===== config.mk =====
export PLATFORM = sky130hd
export DESIGN_NAME = ram_arbiter
export DESIGN_NICKNAME = d
export VERILOG_FILES = /design/src/rtl/ram_arbiter_pkg.sv /design/src/rtl/rr_arbiter_2.sv /design/src/rtl/ram_arbiter.sv
export SDC_FILE = /design/constraint.sdc
export NUM_CORES = 1
export LEC_CHECK = 0
export CORE_UTILIZATION = 34
export DETAILED_ROUTE_END_ITERATION = 7
export PLACE_DENSITY = 0.8
export REMOVE_ABC_BUFFERS = 1
export SKIP_LAST_GASP = 1
export SYNTH_ARGS = -nofsm -noshare
export SYNTH_HDL_FRONTEND = slang
export SYNTH_HIERARCHICAL = 1
export SYNTH_SLANG_ARGS = --single-unit

===== constraint.sdc =====
create_clock -name clk -period 2.39 [get_ports clk]
set_input_delay 0.478 -clock clk [delete_from_list [all_inputs] [get_ports clk]]
set_output_delay 0.478 -clock clk [all_outputs]
set_load 0.02 [all_outputs]

===== src/rtl/ram_arbiter_pkg.sv =====
// Shared types and constants for the two-port data RAM arbiter.
// Included by the arbiter top and its round-robin sub-module.
package ram_arbiter_pkg;

    typedef enum logic {
        ST_INIT  = 1'b0,
        ST_SERVE = 1'b1
    } state_e;

    localparam logic PORT0 = 1'b0;
    localparam logic PORT1 = 1'b1;

endpackage


===== src/rtl/rr_arbiter_2.sv =====
// Combinational two-way round-robin arbiter: one-hot grant, the port that
// did not win last time takes a tie.
module rr_arbiter_2
    import ram_arbiter_pkg::*;
(
    input  logic [1:0] req,
    input  logic       last,
    output logic [1:0] gnt
);

    // grant selection; port 0 wins a tie only when port 1 was served last
    always_comb begin
        gnt = 2'b00;
        if (req[0] && (!req[1] || (last == PORT1))) begin
            gnt = 2'b01;
        end else if (req[1]) begin
            gnt = 2'b10;
        end else begin
            gnt = 2'b00;
        end
    end

endmodule


===== src/rtl/ram_arbiter.sv =====
// Shares a single-write / async-read RAM between the CPU port (0) and the
// loader/debug port (1); zero-fills the RAM after every reset.
module ram_arbiter
    import ram_arbiter_pkg::*;
#(
    parameter int DATA_WIDTH = 32,
    parameter int ADDR_WIDTH = 5
) (
    input  logic                  clk,
    input  logic                  rst_n,
    input  logic                  req0,
    input  logic                  we0,
    input  logic [ADDR_WIDTH-1:0] addr0,
    input  logic [DATA_WIDTH-1:0] wdata0,
    output logic                  gnt0,
    output logic                  ack0,
    output logic [DATA_WIDTH-1:0] rdata0,
    input  logic                  req1,
    input  logic                  we1,
    input  logic [ADDR_WIDTH-1:0] addr1,
    input  logic [DATA_WIDTH-1:0] wdata1,
    output logic                  gnt1,
    output logic                  ack1,
    output logic [DATA_WIDTH-1:0] rdata1,
    output logic [ADDR_WIDTH-1:0] mem_address,
    output logic [DATA_WIDTH-1:0] mem_data_in,
    output logic                  mem_we,
    input  logic [DATA_WIDTH-1:0] mem_data_out,
    output logic                  init_done
);

    localparam logic [ADDR_WIDTH-1:0] CNT_MAX  = {ADDR_WIDTH{1'b1}};
    localparam logic [ADDR_WIDTH-1:0] CNT_ONE  = {{(ADDR_WIDTH-1){1'b0}}, 1'b1};
    localparam logic [ADDR_WIDTH-1:0] ADDR_ZERO = {ADDR_WIDTH{1'b0}};
    localparam logic [DATA_WIDTH-1:0] DATA_ZERO = {DATA_WIDTH{1'b0}};

    state_e                  state_r;
    state_e                  state_s;
    logic [ADDR_WIDTH-1:0]   cnt_r;
    logic                    last_r;
    logic                    ack0_r;
    logic                    ack1_r;
    logic [DATA_WIDTH-1:0]   rdata0_r;
    logic [DATA_WIDTH-1:0]   rdata1_r;
    logic                    init_done_r;
    logic [1:0]              arb_gnt_s;

    rr_arbiter_2 u_rr (
        .req  ({req1, req0}),
        .last (last_r),
        .gnt  (arb_gnt_s)
    );

    // next state plus the grant and RAM pin drive; reset forces everything quiet
    always_comb begin
        state_s     = state_r;
        gnt0        = 1'b0;
        gnt1        = 1'b0;
        mem_we      = 1'b0;
        mem_address = ADDR_ZERO;
        mem_data_in = DATA_ZERO;
        case (state_r)
            ST_INIT: begin
                if (cnt_r == CNT_MAX) begin
                    state_s = ST_SERVE;
                end else begin
                    state_s = ST_INIT;
                end
                if (rst_n) begin
                    mem_we      = 1'b1;
                    mem_address = cnt_r;
                end else begin
                    mem_we      = 1'b0;
                end
            end
            ST_SERVE: begin
                state_s = ST_SERVE;
                if (!rst_n) begin
                    gnt0 = 1'b0;
                    gnt1 = 1'b0;
                end else if (arb_gnt_s[0]) begin
                    gnt0        = 1'b1;
                    mem_we      = we0;
                    mem_address = addr0;
                    mem_data_in = wdata0;
                end else if (arb_gnt_s[1]) begin
                    gnt1        = 1'b1;
                    mem_we      = we1;
                    mem_address = addr1;
                    mem_data_in = wdata1;
                end else begin
                    mem_we = 1'b0;
                end
            end
            default: begin
                state_s = ST_INIT;
            end
        endcase
    end

    // state, fill counter, round-robin history and completion registers
    always_ff @(posedge clk) begin
        if (!rst_n) begin
            state_r     <= ST_INIT;
            cnt_r       <= ADDR_ZERO;
            last_r      <= PORT1;
            ack0_r      <= 1'b0;
            ack1_r      <= 1'b0;
            rdata0_r    <= DATA_ZERO;
            rdata1_r    <= DATA_ZERO;
            init_done_r <= 1'b0;
        end else begin
            state_r     <= state_s;
            init_done_r <= (state_s == ST_SERVE);
            if (state_r == ST_INIT) begin
                cnt_r <= cnt_r + CNT_ONE;
            end else begin
                cnt_r <= cnt_r;
            end
            ack0_r <= gnt0;
            ack1_r <= gnt1;
            // RAM read is asynchronous, so capture gives pre-write contents
            if (gnt0) begin
                rdata0_r <= mem_data_out;
                last_r   <= PORT0;
            end else if (gnt1) begin
                rdata1_r <= mem_data_out;
                last_r   <= PORT1;
            end else begin
                last_r   <= last_r;
            end
        end
    end

    assign ack0      = ack0_r;
    assign ack1      = ack1_r;
    assign rdata0    = rdata0_r;
    assign rdata1    = rdata1_r;
    assign init_done = init_done_r;

endmodule


==> flow_summary_export.csv, run 1 <==
group,metric,value,unit
route,routed-wl-met3,998,µm
clock_tree,cts_tree,"done",
route,wl_met2,5163,µm
yosys,synth.yosys.warnings,6,
route,dr.max_layer_used,"met4",
sta,finalCriticalPeriod,2.316,ns
pwr,p_per_area,466.2,nW/µm²
yosys,postSynthCellCount,368,
yosys,async_flop_share,0,%
route,viasPerCell,4.980,
setup_path,rr_worst_depth,6,
sta,max_freq,431.7,MHz
floorplan,io_pins,219,
layout,nets,701,
sta,period_share,96.92,%
pwr,vdd_drop_max,244.1,µV
yosys,synth_xor_area_share,0.8768,%
yosys,synth_edf_count,0,
sta,setup_viol,0,
route,drt-total-wl,10570,µm
route,drc,0,
floorplan,start_util,35.75,%
setup_path,crit_path_end_kind,"output pin",
hold_path,hold_path_class,"flop to flop",
setup_path,cp-start-kind,"input port",
yosys,synth_top_area_share,48.77,%
setup_path,max_stage_delay,0.30,ns
global_routing,grt_pass1_vias,3242,
sta,rsz0062_at_grt,"false",
yosys,synth_top_family_by_area,"compound AO/OA/AOI/OAI gates",
yosys,syn_area_per_cell,8.143,µm²
yosys,netlist_area,2997,µm²
layout,drive_above_1_share,13.85,%
floorplan,die_w,95.88,µm
setup_path,worstPathMaxFanout,18,
yosys,synth_seq_cells,73,
yosys,synth_top_area_cell,"dfxtp_1",
clock_tree,clockBufferDepth,2,
setup_path,arrival,1.84,ns
setup_path,path_cells,"dlygate4sd2_1, a21boi_2, and4b_4, buf_4, buf_12, a22o_1, buf_2",
floorplan,rows,33,
yosys,synthAdderAreaFrac,0.8351,%
clock_tree,cts_made_buffers,9,
route,wire_per_inst,15.17,µm
yosys,synth-simple-area-share,19.87,%
global_routing,grt_max_degree,46,
floorplan,die-area,9193,µm²
global_routing,overflow,0,
route,ant_nets,0,
pwr,internal_power,2.041,mW
pwr,clkPwrFrac,42.2,%
placed_design,port_buffers,218,
sta,fin_ws,0.07360,ns
yosys,synth_compound_area_share,23.22,%
route,drt_iter0_markers,142,
clock_tree,cts.clk_slew.worst_paths,0.07,ns
placed_design,dpl.hpwl,7727,µm
sta,fin_tns_setup,0,ns
yosys,ys_seq_area_share,48.77,%
pwr,p_seq_share,47.9,%
global_routing,grt_usage,22.03,%
clock_tree,clk-insertion-delay-late,0.34,ns
sta,worst_slew_pin_slew,0.4262,ns
sta,skew,0.007391,ns
hold_path,hold_depth,2,
route,dr.pass1.iters,4,
sta,finalHoldViolations,0,
global_routing,grt_pass1_wl,15370,µm
layout,area_growth,83.13,%
sta,slew_viol_final,0,
pwr,p_sw_share,20.22,%
placed_design,place.gp.congestion,0.8379,
floorplan,core_area,8382,µm²
outcome,status,"finished, final reports clean",
floorplan,fp.dieH,95.88,µm
global_routing,antenna_found_initial,0,
clock_tree,cts_htree_levels,3,
pwr,combPwrFrac,9.9,%
route,via_count,3471,
yosys,synth.area.mux_share,0.6681,%
clock_tree,cts.sink_count,73,
route,met1_length,4159,µm
pwr,p_leak,2.152,nW
yosys,yosys.cell_types.count,25,
setup_path,cp.required,1.91,ns
placed_design,dpl_worst_slack,-0.6179,ns
pwr,switchingPower,0.5172,mW
setup_path,worst_path_max_delay_cell,"and4b_4",
flow_run,drv_cap,0,
yosys,synth.area.top_cells,"dfxtp_1, nand2_1, o21ai_0, a22o_1, buf_2",
clock_tree,cts_root_buffer,"clkbuf_8",
sta,relSlewSlack,71.59,%
setup_path,crit_type,"input port to output pin",
layout,num_antenna_cells,0,
yosys,synth_top_flop_cell,"dfxtp_1",
worst paths after layout:
check	start	endpoint	slack (ns)
worst max-delay path	req1	mem_data_in[30]	0.07
worst min-delay path	rdata0[24]$_SDFFE_PN0P_	rdata0[24]$_SDFFE_PN0P_	0.46
worst max register to register	last_r$_SDFFE_PN1P_	rdata1[27]$_SDFFE_PN0P_	0.69
worst min register to register	rdata0[24]$_SDFFE_PN0P_	rdata0[24]$_SDFFE_PN0P_	0.46
cell usage after synthesis (3+ instances only):
library cell and instances:
nand2_1 128, dfxtp_1 73, o21ai_0 65, a22o_1 32, buf_2 18, clkbuf_1 11, inv_1 5, a222oi_1 4
nor2b_1 4, and2_1 3, and3_1 3, xnor2_1 3
sequential cells by signal, indices dropped and copies added, names as in the netlist:
name,count
rdata0,32
rdata1,32
cnt_r,5
ack0,1
ack1,1
init_done,1
last_r,1
logic make-up (layout without fill, tap and decap cells):
| logic type | count (synthesis) | count (layout) |
|---|---|---|
| and+or+nand+nor | 144 | 144 |
| AOI/OAI and AO/OA | 108 | 108 |
| DFF | 73 | 73 |
| buffers and inverters | 36 | 260 |
| xor gates and xnor gates | 3 | 3 |
| adders and majority gates | 2 | 2 |
| muxes | 2 | 2 |
metrics by stage:
stage / utilization (%) / cell area, µm² / std cells / hold WS [ns] / total power [mW]
floorplan: - / 2843 / 337 / 0.4630 / 1.276
global placement: 63.11 / 5290 / 675 / 0.4445 / 1.504
detailed placement: 63.11 / 5290 / 675 / 0.4507 / 1.504
CTS: 65.14 / 5460 / 695 / 0.4611 / 2.584
global route: 65.47 / 5488 / 697 / 0.4759 / 2.658
finish: 65.47 / 5488 / 697 / 0.4598 / 2.558
power groups by stage:
stage | logic (mW) | clock network (mW) | registers (mW)
2_1_floorplan | 0.0249 | 0 | 1.25
3_3_place_gp | 0.251 | 0 | 1.25
3_5_place_dp | 0.251 | 0 | 1.25
4_1_cts | 0.252 | 1.11 | 1.22
5_1_grt | 0.269 | 1.16 | 1.22
6_report | 0.253 | 1.08 | 1.22
metal layers:
layer  vias to the layer above  GRT usage, %
li1                       1686             -
met5                         -             0
met1                      1596         25.68
met2                       165         36.61
met4                         0         9.453
met3                        24         7.662
area by class of cell:
cell class,instances,area (µm²)
well taps,105,131.4
inverters,5,18.77
fillers,698,2894
clock buffers,11,151.4
multi-input cells,259,1383
repair buffers,239,2263
flip-flops and latches,73,1463
clock inverters,5,77.57
placed cells by master, fill, tap and decap left out, types with 2 or more instances in the layout:
master	instances
and3_1	2
ha_1	2
buf_6	2
buf_16	2
buf_4	23
dfxtp_1	72
clkbuf_8	11
a22o_1	32
mux2i_1	2
bufinv_16	2
nor2b_1	4
a22oi_1	2
dlygate4sd2_1	2
inv_1	5
nand2b_1	2
a222oi_1	4
buf_2	28
clkdlybuf4s15_2	3
buf_12	3
clkinv_2	2
xnor2_1	3
o21ai_0	65
clkdlybuf4s50_1	175
nand2_1	128
and2_1	3
worst max-delay path: cells and delay by family:
kind                   cells  cell delay, ns
buffers and inverters      4            0.70
AO/OA/AOI/OAI              2            0.35
AND/OR/NAND/NOR            1            0.30
what timing repair did:
action,in CTS,in global routing
buffers inserted,2,2
pin swaps,4,2
hold endpoints to repair,0,0
hold buffers,0,0
setup endpoints to repair,40,4
resized for setup,172,5
gates cloned,2,0
No activity file was read; power rests on OpenSTA's default activity.
==> run 2, diff against run 1 <==
--- a/config.mk
+++ b/config.mk
@@ -5,9 +5,9 @@
 export SDC_FILE = /design/constraint.sdc
 export NUM_CORES = 1
 export LEC_CHECK = 0
-export CORE_UTILIZATION = 34
+export CORE_UTILIZATION = 31
 export DETAILED_ROUTE_END_ITERATION = 7
-export PLACE_DENSITY = 0.8
+export PLACE_DENSITY = 0.74
 export REMOVE_ABC_BUFFERS = 1
 export SKIP_LAST_GASP = 1
 export SYNTH_ARGS = -nofsm -noshare
==> run 2 against run 1 <==
Sequential power barely moved; clock power is 24% lower; utilization decreased by 5.1 points; critical path type unchanged.
==> flow_summary_export.csv, run 2 (synthesized netlist as in run 1, its figures left out) <==
group,metric,value,unit
outcome,status,"finished, final reports clean",
pwr,clkPwrFrac,35.8,%
route,drc,0,
layout,drive_above_1_share,14.55,%
placed_design,postPlaceCellArea,5390,µm²
global_routing,grt_pass1_wl,16970,µm
clock_tree,cts.sink_count,73,
placed_design,dpl_worst_slack,-0.6870,ns
floorplan,io_pins,219,
sta,rsz0062_at_grt,"true",
layout,final_util,60.34,%
layout,fin_area,5602,µm²
global_routing,grt_max_degree,39,
hold_path,hold_path_class,"flop to flop",
clock_tree,clk-insertion-delay-late,0.33,ns
setup_path,crit_path_end_kind,"output pin",
setup_path,cp-start-kind,"input port",
pwr,p_sw_share,21.34,%
sta,period_share,98.39,%
placed_design,dpl.hpwl,7883,µm
sta,fin_hold_ws,0.4567,ns
sta,relSlewSlack,73.59,%
route,dr.pass1.iters,6,
global_routing,antenna_found_initial,0,
pwr,switchingPower,0.4903,mW
floorplan,die-area,10060,µm²
layout,nets,711,
pwr,p_leak,2.176,nW
route,wire_per_inst,15.19,µm
setup_path,worstPathMaxFanout,11,
layout,area_growth,86.93,%
route,drt-total-wl,11040,µm
route,drt_iter0_markers,161,
clock_tree,cts_htree_levels,3,
sta,setup_viol,0,
layout,num_antenna_cells,0,
placed_design,port_buffers,218,
global_routing,grt_pass1_vias,3341,
global_routing,overflow,0,
floorplan,start_util,32.28,%
hold_path,hold_depth,2,
sta,fin_ws,0.03841,ns
clock_tree,cts_tree,"done",
pwr,finalPower,2.298,mW
route,via_count,3497,
placed_design,place.gp.congestion,0.8217,
pwr,combPwrFrac,11.0,%
floorplan,fp.dieH,100.3,µm
floorplan,die_w,100.3,µm
flow_run,drv_cap,0,
layout,layout_commonest_cell,"clkdlybuf4s50_1",
route,ant_nets,0,
clock_tree,cts.clk_slew.worst_paths,0.06,ns
sta,finalCriticalPeriod,2.352,ns
sta,finalHoldViolations,0,
clock_tree,cts_made_buffers,9,
pwr,vdd_drop_max,203.2,µV
clock_tree,cts_root_buffer,"clkbuf_8",
setup_path,arrival,1.87,ns
clock_tree,clockBufferDepth,2,
floorplan,core_area,9284,µm²
global_routing,grt_usage,21.86,%
pwr,p_seq_share,53.3,%
setup_path,crit_type,"input port to output pin",
sta,slew_viol_final,0,
layout,n_fill_cell,834,
pwr,p_per_area,410.2,nW/µm²
layout,layout_common_cells,"clkdlybuf4s50_1, nand2_1, dfxtp_1, o21ai_0, a22o_1",
sta,max_freq,425.2,MHz
setup_path,cp.required,1.91,ns
route,viasPerCell,4.810,
pwr,internal_power,1.807,mW
sta,worst_slew_pin_slew,0.3962,ns
sta,skew,0.005620,ns
setup_path,rr_worst_depth,10,
floorplan,rows,35,
## run 2: cell types whose count changed in the layout (fill, tap and decap cells not counted), moves of 2 or more
cell             delta
buf_12              +3
bufinv_16           -2
buf_2               -2
clkdlybuf4s15_2     +4
## run 2: area by class of cell
class	instances	area [µm²]	area share [%]
inverter	5	18.77	0.3350
tap	129	161.4	2.881
timing repair buffer	249	2429	43.35
clock inverter	1	5.005	0.08935
multi-input combinational	259	1371	24.48
clock buffer	11	151.4	2.703
sequential	73	1465	26.16
## run 2: power groups by stage
| stage | combinational [mW] | clock, mW | sequential [mW] |
|---|---|---|---|
| after detailed placement | 0.252 | 0 | 1.25 |
| after global routing | 0.269 | 0.908 | 1.22 |
| after floorplan | 0.0249 | 0 | 1.25 |
| after global placement | 0.253 | 0 | 1.25 |
| after CTS | 0.252 | 0.861 | 1.22 |
| final | 0.252 | 0.822 | 1.22 |
## run 2: worst paths after layout
kind	start	endpoint	slack (ns)
min	rdata1[27]$_SDFFE_PN0P_	rdata1[27]$_SDFFE_PN0P_	0.46
max reg2reg	last_r$_SDFFE_PN1P_	rdata1[11]$_SDFFE_PN0P_	0.58
max	req0	mem_data_in[5]	0.04
min reg2reg	rdata1[27]$_SDFFE_PN0P_	rdata1[27]$_SDFFE_PN0P_	0.46
## run 2: metrics by stage
step                      setup TNS, ns  std cells
after floorplan                  -63.43        337
after global placement           -23.37        705
after detailed placement         -24.70        705
after CTS                             0        726
after global routing            -0.1090        727
final                                 0        727
## run 2: layer usage
metal	GRT usage [%]	wire length (µm)	vias up
met4	9.699	284	0
met5	0	0	-
met2	36.83	5343	157
met3	6.337	928	21
met1	25.75	4484	1615
li1	-	-	1704
## run 2: repair_timing
| item | CTS | global route |
|---|---|---|
| hold buffers | 0 | 0 |
| buffers inserted | 7 | 1 |
| pin swaps | 4 | 2 |
| cloned | 3 | 0 |
| setup endpoints to repair | 40 | 8 |
| resized for setup | 160 | 4 |
## run 2: worst max-delay path: stages
cell and delay (ns):
clkdlybuf4s15_1 0.20, a21boi_2 0.17, and4b_4 0.43, buf_12 0.14, buf_12 0.13, a22o_1 0.15
buf_2 0.17
